### config.mk
export PLATFORM = sky130hd
export DESIGN_NAME = i2c_init_sequencer
export DESIGN_NICKNAME = d
export VERILOG_FILES = /design/src/rtl/i2c_init_sequencer.sv
export SDC_FILE = /design/constraint.sdc
export NUM_CORES = 1
export LEC_CHECK = 0
export BUFFER_PORTS_ARGS = -buffer_cell sky130_fd_sc_hd__buf_4
export CELL_PAD_IN_SITES_DETAIL_PLACEMENT = 2
export CELL_PAD_IN_SITES_GLOBAL_PLACEMENT = 2
export CORE_ASPECT_RATIO = 0.75
export CORE_MARGIN = 5
export CORE_UTILIZATION = 40
export CTS_CLUSTER_SIZE = 10
export DETAILED_ROUTE_END_ITERATION = 8
export GPL_TIMING_DRIVEN = 0
export PLACE_DENSITY_LB_ADDON = 0.1
export SLEW_MARGIN = 10
export SYNTH_ARGS = -nofsm -noshare
export SYNTH_HDL_FRONTEND = slang
export SYNTH_SLANG_ARGS = --single-unit
### constraint.sdc
create_clock -name clk -period 3.45 [get_ports clk]
set_input_delay 0.69 -clock clk [delete_from_list [all_inputs] [get_ports clk]]
set_output_delay 0.69 -clock clk [all_outputs]
set_load 0.01 [all_outputs]
### src/rtl/i2c_init_sequencer.sv
// Replays a host-loaded table of I2C register writes into an I2C write master on a go pulse.
// Define I2C_SEQ_GAP_EN to insert GAP_CYCLES idle cycles between consecutive transactions.
module i2c_init_sequencer #(
  parameter int DEPTH   = 16,
  parameter int IDX_W   = 4,
  parameter int TIMEOUT = 4096
`ifdef I2C_SEQ_GAP_EN
  ,
  parameter int GAP_CYCLES = 64
`endif
) (
  input  logic             clk,
  input  logic             reset,
  input  logic             cfg_we,
  input  logic [IDX_W-1:0] cfg_idx,
  input  logic [6:0]       cfg_addr,
  input  logic [7:0]       cfg_sub,
  input  logic [7:0]       cfg_data,
  input  logic             go,
  input  logic [IDX_W:0]   len,
  input  logic             i2c_ready,
  output logic             i2c_start,
  output logic [6:0]       i2c_addr,
  output logic [7:0]       i2c_sub,
  output logic [7:0]       i2c_data,
  output logic             busy,
  output logic             done,
  output logic             error,
  output logic [IDX_W-1:0] cur_idx
);

  localparam int LEN_W   = IDX_W + 1;
  localparam int ENTRY_W = 7 + 8 + 8;
  localparam int WD_W    = $clog2(TIMEOUT);
  localparam logic [WD_W-1:0] WD_LAST = WD_W'(TIMEOUT - 1);

  typedef enum logic [2:0] {
    S_IDLE,
    S_LOAD,
    S_ISSUE,
    S_WAIT_BUSY,
    S_WAIT_DONE,
`ifdef I2C_SEQ_GAP_EN
    S_GAP,
`endif
    S_FINISH
  } state_e;

  state_e             state_q, state_d;
  logic [IDX_W-1:0]   idx_q, idx_d;
  logic [IDX_W-1:0]   last_q, last_d;
  logic [IDX_W-1:0]   cur_idx_q, cur_idx_d;
  logic [WD_W-1:0]    wd_q, wd_d;
  logic               error_q, error_d;
  logic [6:0]         addr_q, addr_d;
  logic [7:0]         sub_q, sub_d;
  logic [7:0]         data_q, data_d;
  logic [LEN_W-1:0]   len_eff;
  logic [ENTRY_W-1:0] table_q [DEPTH];

`ifdef I2C_SEQ_GAP_EN
  localparam int GAP_W = (GAP_CYCLES > 1) ? $clog2(GAP_CYCLES) : 1;
  logic [GAP_W-1:0] gap_q, gap_d;
`endif

  // Requests longer than the table replay the whole table once.
  assign len_eff = (len > LEN_W'(DEPTH)) ? LEN_W'(DEPTH) : len;

  // NOTE: the table is plain storage with no reset; resetting it would turn it into flops
  // with a reset tree for contents the host always reloads before use anyway.
  always_ff @(posedge clk) begin
    if (cfg_we && state_q == S_IDLE) begin
      table_q[cfg_idx] <= {cfg_addr, cfg_sub, cfg_data};
    end
  end

  // NOTE: sequential state uses non-blocking assignments so every register samples the
  // pre-edge values of the others, independent of statement order.
  always_ff @(posedge clk or negedge reset) begin
    if (!reset) begin
      state_q   <= S_IDLE;
      idx_q     <= '0;
      last_q    <= '0;
      cur_idx_q <= '0;
      wd_q      <= '0;
      error_q   <= 1'b0;
      addr_q    <= '0;
      sub_q     <= '0;
      data_q    <= '0;
`ifdef I2C_SEQ_GAP_EN
      gap_q     <= '0;
`endif
    end else begin
      state_q   <= state_d;
      idx_q     <= idx_d;
      last_q    <= last_d;
      cur_idx_q <= cur_idx_d;
      wd_q      <= wd_d;
      error_q   <= error_d;
      addr_q    <= addr_d;
      sub_q     <= sub_d;
      data_q    <= data_d;
`ifdef I2C_SEQ_GAP_EN
      gap_q     <= gap_d;
`endif
    end
  end

  // NOTE: every signal written here gets its default first, so no path can infer a latch.
  always_comb begin
    state_d   = state_q;
    idx_d     = idx_q;
    last_d    = last_q;
    cur_idx_d = cur_idx_q;
    wd_d      = wd_q;
    error_d   = error_q;
    addr_d    = addr_q;
    sub_d     = sub_q;
    data_d    = data_q;
`ifdef I2C_SEQ_GAP_EN
    gap_d     = gap_q;
`endif
    i2c_start = 1'b0;
    busy      = 1'b0;
    done      = 1'b0;

    unique case (state_q)
      S_IDLE: begin
        if (go) begin
          error_d = 1'b0;
          if (len_eff != '0) begin
            last_d  = IDX_W'(len_eff - LEN_W'(1));
            idx_d   = '0;
            state_d = S_LOAD;
          end else begin
            state_d = S_FINISH;
          end
        end
      end
      S_LOAD: begin
        busy                     = 1'b1;
        {addr_d, sub_d, data_d}  = table_q[idx_q];
        cur_idx_d                = idx_q;
        state_d                  = S_ISSUE;
      end
      S_ISSUE: begin
        busy = 1'b1;
        if (i2c_ready) begin
          i2c_start = 1'b1;
          wd_d      = '0;
          state_d   = S_WAIT_BUSY;
        end
      end
      S_WAIT_BUSY: begin
        busy = 1'b1;
        wd_d = wd_q + WD_W'(1);
        if (!i2c_ready) state_d = S_WAIT_DONE;
        if (wd_q == WD_LAST) begin
          error_d = 1'b1;
          state_d = S_IDLE;
        end
      end
      S_WAIT_DONE: begin
        busy = 1'b1;
        wd_d = wd_q + WD_W'(1);
        // A ready return on the final budget cycle still counts as in time.
        if (i2c_ready) begin
          if (idx_q == last_q) begin
            state_d = S_FINISH;
          end else begin
            idx_d   = idx_q + IDX_W'(1);
`ifdef I2C_SEQ_GAP_EN
            gap_d   = GAP_W'(GAP_CYCLES - 1);
            state_d = S_GAP;
`else
            state_d = S_LOAD;
`endif
          end
        end else if (wd_q == WD_LAST) begin
          error_d = 1'b1;
          state_d = S_IDLE;
        end
      end
`ifdef I2C_SEQ_GAP_EN
      S_GAP: begin
        busy = 1'b1;
        if (gap_q == '0) state_d = S_LOAD;
        else             gap_d   = gap_q - GAP_W'(1);
      end
`endif
      S_FINISH: begin
        done    = 1'b1;
        state_d = S_IDLE;
      end
      default: state_d = S_IDLE;
    endcase
  end

  assign i2c_addr = addr_q;
  assign i2c_sub  = sub_q;
  assign i2c_data = data_q;
  assign error    = error_q;
  assign cur_idx  = cur_idx_q;

endmodule

==> results of run 1 <==
-- logic make-up after synthesis --
| kind of cell | count (synthesis) | synth area share (%) |
|---|---|---|
| compound gates | 135 | 5.36 |
| flops | 419 | 74.5 |
| buf+inv | 54 | 1.69 |
| mux | 143 | 14.9 |
| xor+xnor | 7 | 0.370 |
| simple gates | 93 | 3.01 |
| fa+ha+maj | 3 | 0.227 |
-- power by group through the flow --
stage	registers (uW)	logic (uW)	clock network, uW
3_3_place_gp	6070	1880	0
2_1_floorplan	6060	1060	0
6_report	5970	1980	4620
3_5_place_dp	6070	1990	0
4_1_cts	5970	2000	4740
5_1_grt	5990	2130	5010
-- registers in the layout, indices dropped and copies added, names as in the netlist --
name / cells
table_q: 368
wd_q: 12
i2c_data: 8
i2c_sub: 8
i2c_addr: 7
cur_idx: 4
idx_q: 4
last_q: 4
state_q: 3
error: 1
-- stage by stage --
stage	setup TNS, ns	worst slack (ns)	power, uW
5_1_grt	0	0.216	13100
2_1_floorplan	0	0.105	7130
3_5_place_dp	0	0.392	8060
3_3_place_gp	-392.60	-2.78	7950
4_1_cts	0	0.367	12700
6_report	0	0.393	12600
-- routing by layer --
metal | wire length, um | GRT usage (%) | vias to the layer above
li1 | - | - | 3815
met1 | 22200 | 30.5 | 4858
met2 | 21700 | 32.5 | 191
met3 | 1810 | 2.97 | 47
met4 | 610 | 3.77 | 0
met5 | 0 | 0 | -
-- final timing paths --
| path | startpoint | to | slack [ns] | cells past startpoint |
|---|---|---|---|---|
| setup / recovery | state_q[1] | table_q[8][12] | 0.39 | 6 |
| hold / removal | reset | last_q[2] | 0.24 | 1 |
| setup reg to reg | state_q[1] | table_q[8][12] | 0.39 | 6 |
| hold reg to reg | last_q[1] | last_q[1] | 0.50 | 2 |
| max in group asynchronous | reset | cur_idx[3] | 2.62 | 1 |
| min in group clk | len[0] | last_q[0] | 0.33 | 2 |
-- placed cells by master, fill, tap and decap left out, drive strengths merged, types with 26 or more instances in the layout --
master,count
edfxtp,368
buf,123
clkbuf,96
mux4,68
o21ai,57
dfrtp,51
mux2i,49
mux2,26
-- layout make-up --
| cell class | count | area (um2) | area share [%] |
|---|---|---|---|
| buffer | 46 | 250 | 1.27 |
| clock buffer | 82 | 1330 | 6.77 |
| clock inverter | 6 | 58.8 | 0.299 |
| inverter | 8 | 30.0 | 0.153 |
| multi-input combinational | 381 | 4060 | 20.6 |
| sequential | 419 | 12300 | 62.8 |
| tap | 528 | 661 | 3.36 |
| timing repair buffer | 91 | 927 | 4.72 |
==> flow_metrics.tcl, run 1 <==
set metrics [dict create \
    track_usage_pct 20.3 \
    layout-area-overhead-vs-synth_pct 18.6 \
    fin_cells 1561 \
    io_buffer_count 67 \
    vias 8911 \
    dp_hpwl_um 30500 \
    io_pins 68 \
    synth-seq-cells 419 \
    period_minus_slack_ns 3.06 \
    start_util_pct 40.5 \
    startpoint_type "flop" \
    via_per_inst 5.71 \
    path_cells "buf_2 > nor3_2 > nand4b_1 > nor3_2 > buf_6 > buf_4" \
    grt_overflow_total 0 \
    grt_max_degree 52 \
    grt_pass1_vias 9622 \
    slew-limit-headroom_pct 29.7 \
    cp.required_ns 3.71 \
    cp_num_buf_inv 3 \
    placedCellCount 1473 \
    slowest_delay_ns 0.77 \
    cts_max_level 2 \
    final_core_util_pct 48.1 \
    gp_congestion 0.757 \
    ys_top_cells_by_count "edfxtp_1 (368), dfrtp_1 (51), mux2i_1 (49)" \
    arrival_ns 3.32 \
    dr.pass1.iters 4 \
    wire_per_inst_um 29.7 \
    internal_power_uw 9220 \
    synth.distinct_cells 55 \
    p_sw_share_pct 26.7 \
    die_w_um 245 \
    crit_family "simple AND/OR/NAND/NOR gates" \
    endpoint_kind "flop" \
    path_max_fanout 10 \
    clock_skew_ns 0.0222 \
    design.core.area_um2 40800 \
    synth.most_common_cell "edfxtp_1" \
    vdd_ir_drop_max_v 0.000403 \
    slew_violations 0 \
    netlist_instances 854 \
    p_leak_uw 0.00650 \
    power_frac_clock_pct 36.8 \
    yosys.area.top_type "edfxtp_1" \
    cap_violations 0 \
    status "completed" \
    timing.hold.ws_ns 0.235 \
    clk_latency_ns 0.58 \
    post_cts_resized 0 \
    finalInstanceArea_um2 19600 \
    yosysSeqAreaShare_pct 74.5 \
    setup_viol 0 \
    pwr-share-seq_pct 47.5 \
    n_antenna_cell 0 \
    clock_tree.buffer_depth 3 \
    tightest_slew_ns 1.05 \
    cts_tree "done" \
    p_per_area_nw_per_um2 640 \
    ys_warn_count 0 \
    synth_fp_nets 894 \
    path_class "flop to flop" \
    rows 64 \
    drc 0 \
    place_area_um2 18300 \
    cts_buffers 48 \
    hold_viol 0 \
    root_buffer "clkbuf_16" \
    antenna_found_initial 0 \
    power.net_switching_uw 3350 \
    synth_area_um2 16600 \
    nets 1035 \
    rsz0062_at_grt "false" \
    synth_flop_cell "edfxtp_1" \
    die_h_um 186 \
    postCtsSetupBuffers 0 \
    grt_pass1_wl_um 67700 \
    dieArea_um2 45600 \
    crit_path_top_delay_cell "nor3_2" \
    hold_buffers 0 \
    syn_area_per_cell_um2 19.4 \
    final_antenna_net_count 0 \
    crit_top_cell "nor3_2" \
    combinationalPowerShare_pct 15.8 \
    synthTopCellsByArea "edfxtp_1 (67%), dfrtp_1 (7.7%), mux4_1 (6.2%), mux4_2 (3.9%), mux2i_1 (3.0%)" \
    synth_edf_count 368 \
    fin_crit_sh_pct 88.6 \
    cts.sink_count 419 \
    drive_gt1_share_pct 23.9 \
    path_clk_slew_ns 0.06 \
    min-delay-path-class "input port to async pin" \
    nFillCells 3658 \
    routed_wl_um 46300 \
    drt_iter0_drc 652 \
    synth_top_area_share_pct 66.8 \
    fmax_mhz 327 \
    async_reset_ff_share_pct 12.2 \
]
(Power assumes the default switching activity.)
==> run 2: changes to the inputs <==
- CTS_BUF_LIST: not set -> sky130_fd_sc_hd__clkbuf_8 sky130_fd_sc_hd__clkbuf_16
==> flow_metrics.tcl, run 2 (synthesis results as in run 1) <==
set metrics [dict create \
    status "completed" \
    slew-limit-headroom_pct 28.2 \
    arrival_ns 3.32 \
    wire_per_inst_um 29.7 \
    timing.hold.ws_ns 0.241 \
    clock_tree.buffer_depth 3 \
    fin_cells 1561 \
    grt_pass1_vias 9623 \
    design.core.area_um2 40800 \
    via_per_inst 5.72 \
    start_util_pct 40.5 \
    path_class "flop to flop" \
    vdd_ir_drop_max_v 0.000401 \
    slowest_delay_ns 0.76 \
    cp.required_ns 3.71 \
    endpoint_kind "flop" \
    top_register "table_q" \
    reg_top3 "table_q: 368 flops, wd_q: 12 flops" \
    dp_hpwl_um 30500 \
    routed_wl_um 46300 \
    grt_max_degree 52 \
    rows 64 \
    period_minus_slack_ns 3.06 \
    tightest_slew_ns 1.08 \
    cp_num_buf_inv 3 \
    fmax_mhz 327 \
    io_pins 68 \
    cts.sink_count 419 \
    wirelength_met1_um 22000 \
    route.met3.wl_um 1920 \
    slew_violations 0 \
    path_max_fanout 10 \
    cts_max_level 2 \
    cts_tree "done" \
    r2r_cells 6 \
    min-delay-path-class "input port to async pin" \
    postCtsSetupBuffers 0 \
    final_common_cell "edfxtp_1" \
    root_buffer "clkbuf_16" \
    fin_setup_tns_ns 0 \
    r2r-start "state_q[1]" \
    r2r_slack_ns 0.39 \
    path_cells "buf_2 > nor3_2 > nand4b_1 > nor3_2 > buf_6 > buf_4" \
    clk_latency_ns 0.58 \
    nets 1035 \
    wl_met2_um 21800 \
    largest_reg_flops 368 \
    antenna_found_initial 0 \
    gp_congestion 0.757 \
    crit_family "simple AND/OR/NAND/NOR gates" \
    hold_viol 0 \
    mostFrequentLayoutCells "edfxtp_1 (368), buf_4 (81), dfrtp_1 (51)" \
    r2r-end "table_q[8][12]" \
    cts_buffers 48 \
    layout-area-overhead-vs-synth_pct 18.6 \
    p_leak_uw 0.00664 \
    post_cts_resized 0 \
    fin_ws_ns 0.394 \
    hold_buffers 0 \
    dr.pass1.iters 7 \
    p_per_area_nw_per_um2 635 \
    crit_path_top_delay_cell "nor3_2" \
    top_layer "met4" \
    fin_crit_sh_pct 88.6 \
    rsz0062_at_grt "false" \
    dieArea_um2 45600 \
    crit_top_cell "nor3_2" \
    drive_gt1_share_pct 23.9 \
    setup_viol 0 \
    finalPower_uw 12500 \
    die_h_um 186 \
    placedCellCount 1473 \
    drt_iter0_drc 680 \
    cap_violations 0 \
    final_antenna_net_count 0 \
    path_clk_slew_ns 0.06 \
    track_usage_pct 20.3 \
    vias 8932 \
    place_ws_ns 0.392 \
    nFillCells 3658 \
    grt_pass1_wl_um 67700 \
    n_antenna_cell 0 \
    startpoint_type "flop" \
    io_buffer_count 67 \
    drc 0 \
    die_w_um 245 \
    grt_overflow_total 0 \
    clock_skew_ns 0.0219 \
]
[run 2: worst max path at each step]
stage / slack (ns) / cells after the start / from / to
after global routing: 0.22 / 6 / state_q[1] / table_q[8][12]
after detailed placement: 0.39 / 6 / state_q[1] / table_q[8][8]
after global placement: -2.78 / 4 / state_q[1] / table_q[12][7]
final: 0.39 / 6 / state_q[1] / table_q[8][12]
after CTS: 0.37 / 6 / state_q[1] / table_q[8][12]
after floorplan: 0.10 / 5 / state_q[2] / table_q[0][0]
[run 2: where the power goes]
group          switching (uW)  total [uW]  internal (uW)
logic                    1170        1980            811
clock network            2010        4530           2510
registers                 178        5970           5790
[run 2: metal layers]
layer / global-route usage (%) / up-vias
met5: 0 / -
met2: 32.5 / 203
met4: 3.77 / 0
met3: 3.00 / 46
li1: - / 3821
met1: 30.5 / 4862
[run 2: cell type report]
type	instances	area, um2	share of cell area, %
clock buffers	48	1200	6.12
plain buffers	46	250	1.27
clock inverters	40	186	0.949
well taps	528	661	3.36
repair buffers	91	927	4.72
flip-flops and latches	419	12300	62.8
multi-input cells	381	4060	20.6
inverters	8	30.0	0.153
[run 2: worst reg2reg max path, stage by stage (launching register included)]
cell      delay [ns]
dfrtp_1         0.40
buf_2           0.20
nor3_2          0.43
nand4b_1        0.46
nor3_2          0.76
buf_6           0.26
buf_4           0.23
[run 2: stage by stage]
step	instance area (um2)	utilization (%)
after floorplan	16600	-
after global placement	17700	43.4
after detailed placement	18300	44.7
after CTS	19600	48.1
after global routing	19600	48.1
final	19600	48.1
==> run 3: changes to the inputs <==
- CELL_PAD_IN_SITES_DETAIL_PLACEMENT: 2 -> 1
==> flow_metrics.tcl, run 3 (synthesis results as in run 1) <==
set metrics [dict create \
    fin_crit_sh_pct 86.5 \
    cap_violations 0 \
    rsz0062_at_grt "false" \
    p_per_area_nw_per_um2 634 \
    p_leak_uw 0.00665 \
    grt_pass1_vias 9138 \
    drc 0 \
    path_clk_slew_ns 0.06 \
    postCtsSetupBuffers 0 \
    finalInstanceArea_um2 19700 \
    placedCellCount 1473 \
    routed_wl_um 42500 \
    vdd_ir_drop_max_v 0.000370 \
    rows 64 \
    n_antenna_cell 0 \
    final_antenna_net_count 0 \
    antenna_found_initial 0 \
    startpoint_type "flop" \
    endpoint_kind "flop" \
    hold_buffers 0 \
    cts_tree "done" \
    design.core.area_um2 40800 \
    cts.sink_count 419 \
    path_max_fanout 10 \
    wire_per_inst_um 27.2 \
    grt_pass1_wl_um 62100 \
    timing.hold.ws_ns 0.219 \
    fmax_mhz 335 \
    period_minus_slack_ns 2.98 \
    nFillCells 3793 \
    min-delay-path-class "input port to async pin" \
    fin_cells 1561 \
    slew_violations 0 \
    drive_gt1_share_pct 23.9 \
    status "completed" \
    slew-limit-headroom_pct 30.9 \
    r2r_slack_ns 0.47 \
    largest_reg_flops 368 \
    place_area_um2 18300 \
    track_usage_pct 18.6 \
    setup_viol 0 \
    mostFrequentLayoutCells "edfxtp_1 (368), buf_4 (81), dfrtp_1 (51)" \
    cp.required_ns 3.71 \
    vias 8720 \
    multi_input_area_um2 4060 \
    reg_top3 "table_q: 368 flops, wd_q: 12 flops" \
    final_common_cell "edfxtp_1" \
    dp_hpwl_um 28100 \
    root_buffer "clkbuf_16" \
    die_w_um 245 \
    via_per_inst 5.59 \
    dieArea_um2 45600 \
    regArea_um2 12300 \
    io_buffer_count 67 \
    path_class "flop to flop" \
    cts_buffers 48 \
    dr.pass1.iters 4 \
    grt_overflow_total 0 \
    start_util_pct 40.5 \
    top_register "table_q" \
    post_cts_resized 0 \
    grt_max_degree 52 \
    tightest_slew_ns 1.04 \
    layout-area-overhead-vs-synth_pct 18.8 \
    cts_max_level 2 \
    clock_skew_ns 0.0178 \
    nets 1035 \
    clock_tree.buffer_depth 3 \
    arrival_ns 3.25 \
    drt_iter0_drc 666 \
    clk_latency_ns 0.57 \
    die_h_um 186 \
    gp_congestion 0.757 \
    io_pins 68 \
    hold_viol 0 \
]
## run 3: per-layer routing
layer / part of all wire (%) / vias to the layer above / global-route usage [%]
met5: 0 / - / 0
met4: 1.4 / 0 / 3.61
met3: 4.1 / 54 / 3.01
met2: 45 / 187 / 28.5
met1: 49 / 4667 / 28.6
li1: - / 3812 / -
## run 3: metrics by stage
stage / power [uW] / setup WS, ns / utilization [%] / setup TNS [ns]
final: 12500 / 0.466 / 48.2 / 0
after global routing: 13000 / 0.299 / 48.2 / 0
after floorplan: 7130 / 0.105 / - / 0
after CTS: 12600 / 0.424 / 48.2 / 0
after global placement: 7950 / -2.78 / 43.4 / -392.60
after detailed placement: 8010 / 0.460 / 44.7 / 0
## run 3: power by group
group	internal, uW	switching (uW)
logic	810	1110
registers	5790	172
clock network	2610	1980
## run 3: area by class of cell
class                   instances  share of cell area (%)
multi-input cells             381                    20.6
repair buffers                 91                    4.71
inverters                       8                   0.153
flip-flops and latches        419                    62.7
well taps                     528                    3.36
plain buffers                  46                    1.27
clock buffers                  49                    6.18
clock inverters                39                    1.05
## run 3: path summary, 6_finish.rpt
check | startpoint | to | depth (start not counted)
min in group clk | len[0] | last_q[0] | 2
max in group asynchronous | reset | i2c_data[1] | 1
worst max-delay path | state_q[1] | table_q[12][13] | 6
worst min-delay path | reset | last_q[2] | 1
worst min register to register | wd_q[11] | wd_q[11] | 1
worst max register to register | state_q[1] | table_q[12][13] | 6
## run 3: worst max-delay path, cell delays in order (launching register included)
cell and delay (ns):
dfrtp_1 0.40, buf_2 0.20, nor3_2 0.43, nand4_1 0.45, nor3_2 0.67, buf_4 0.32, buf_6 0.20
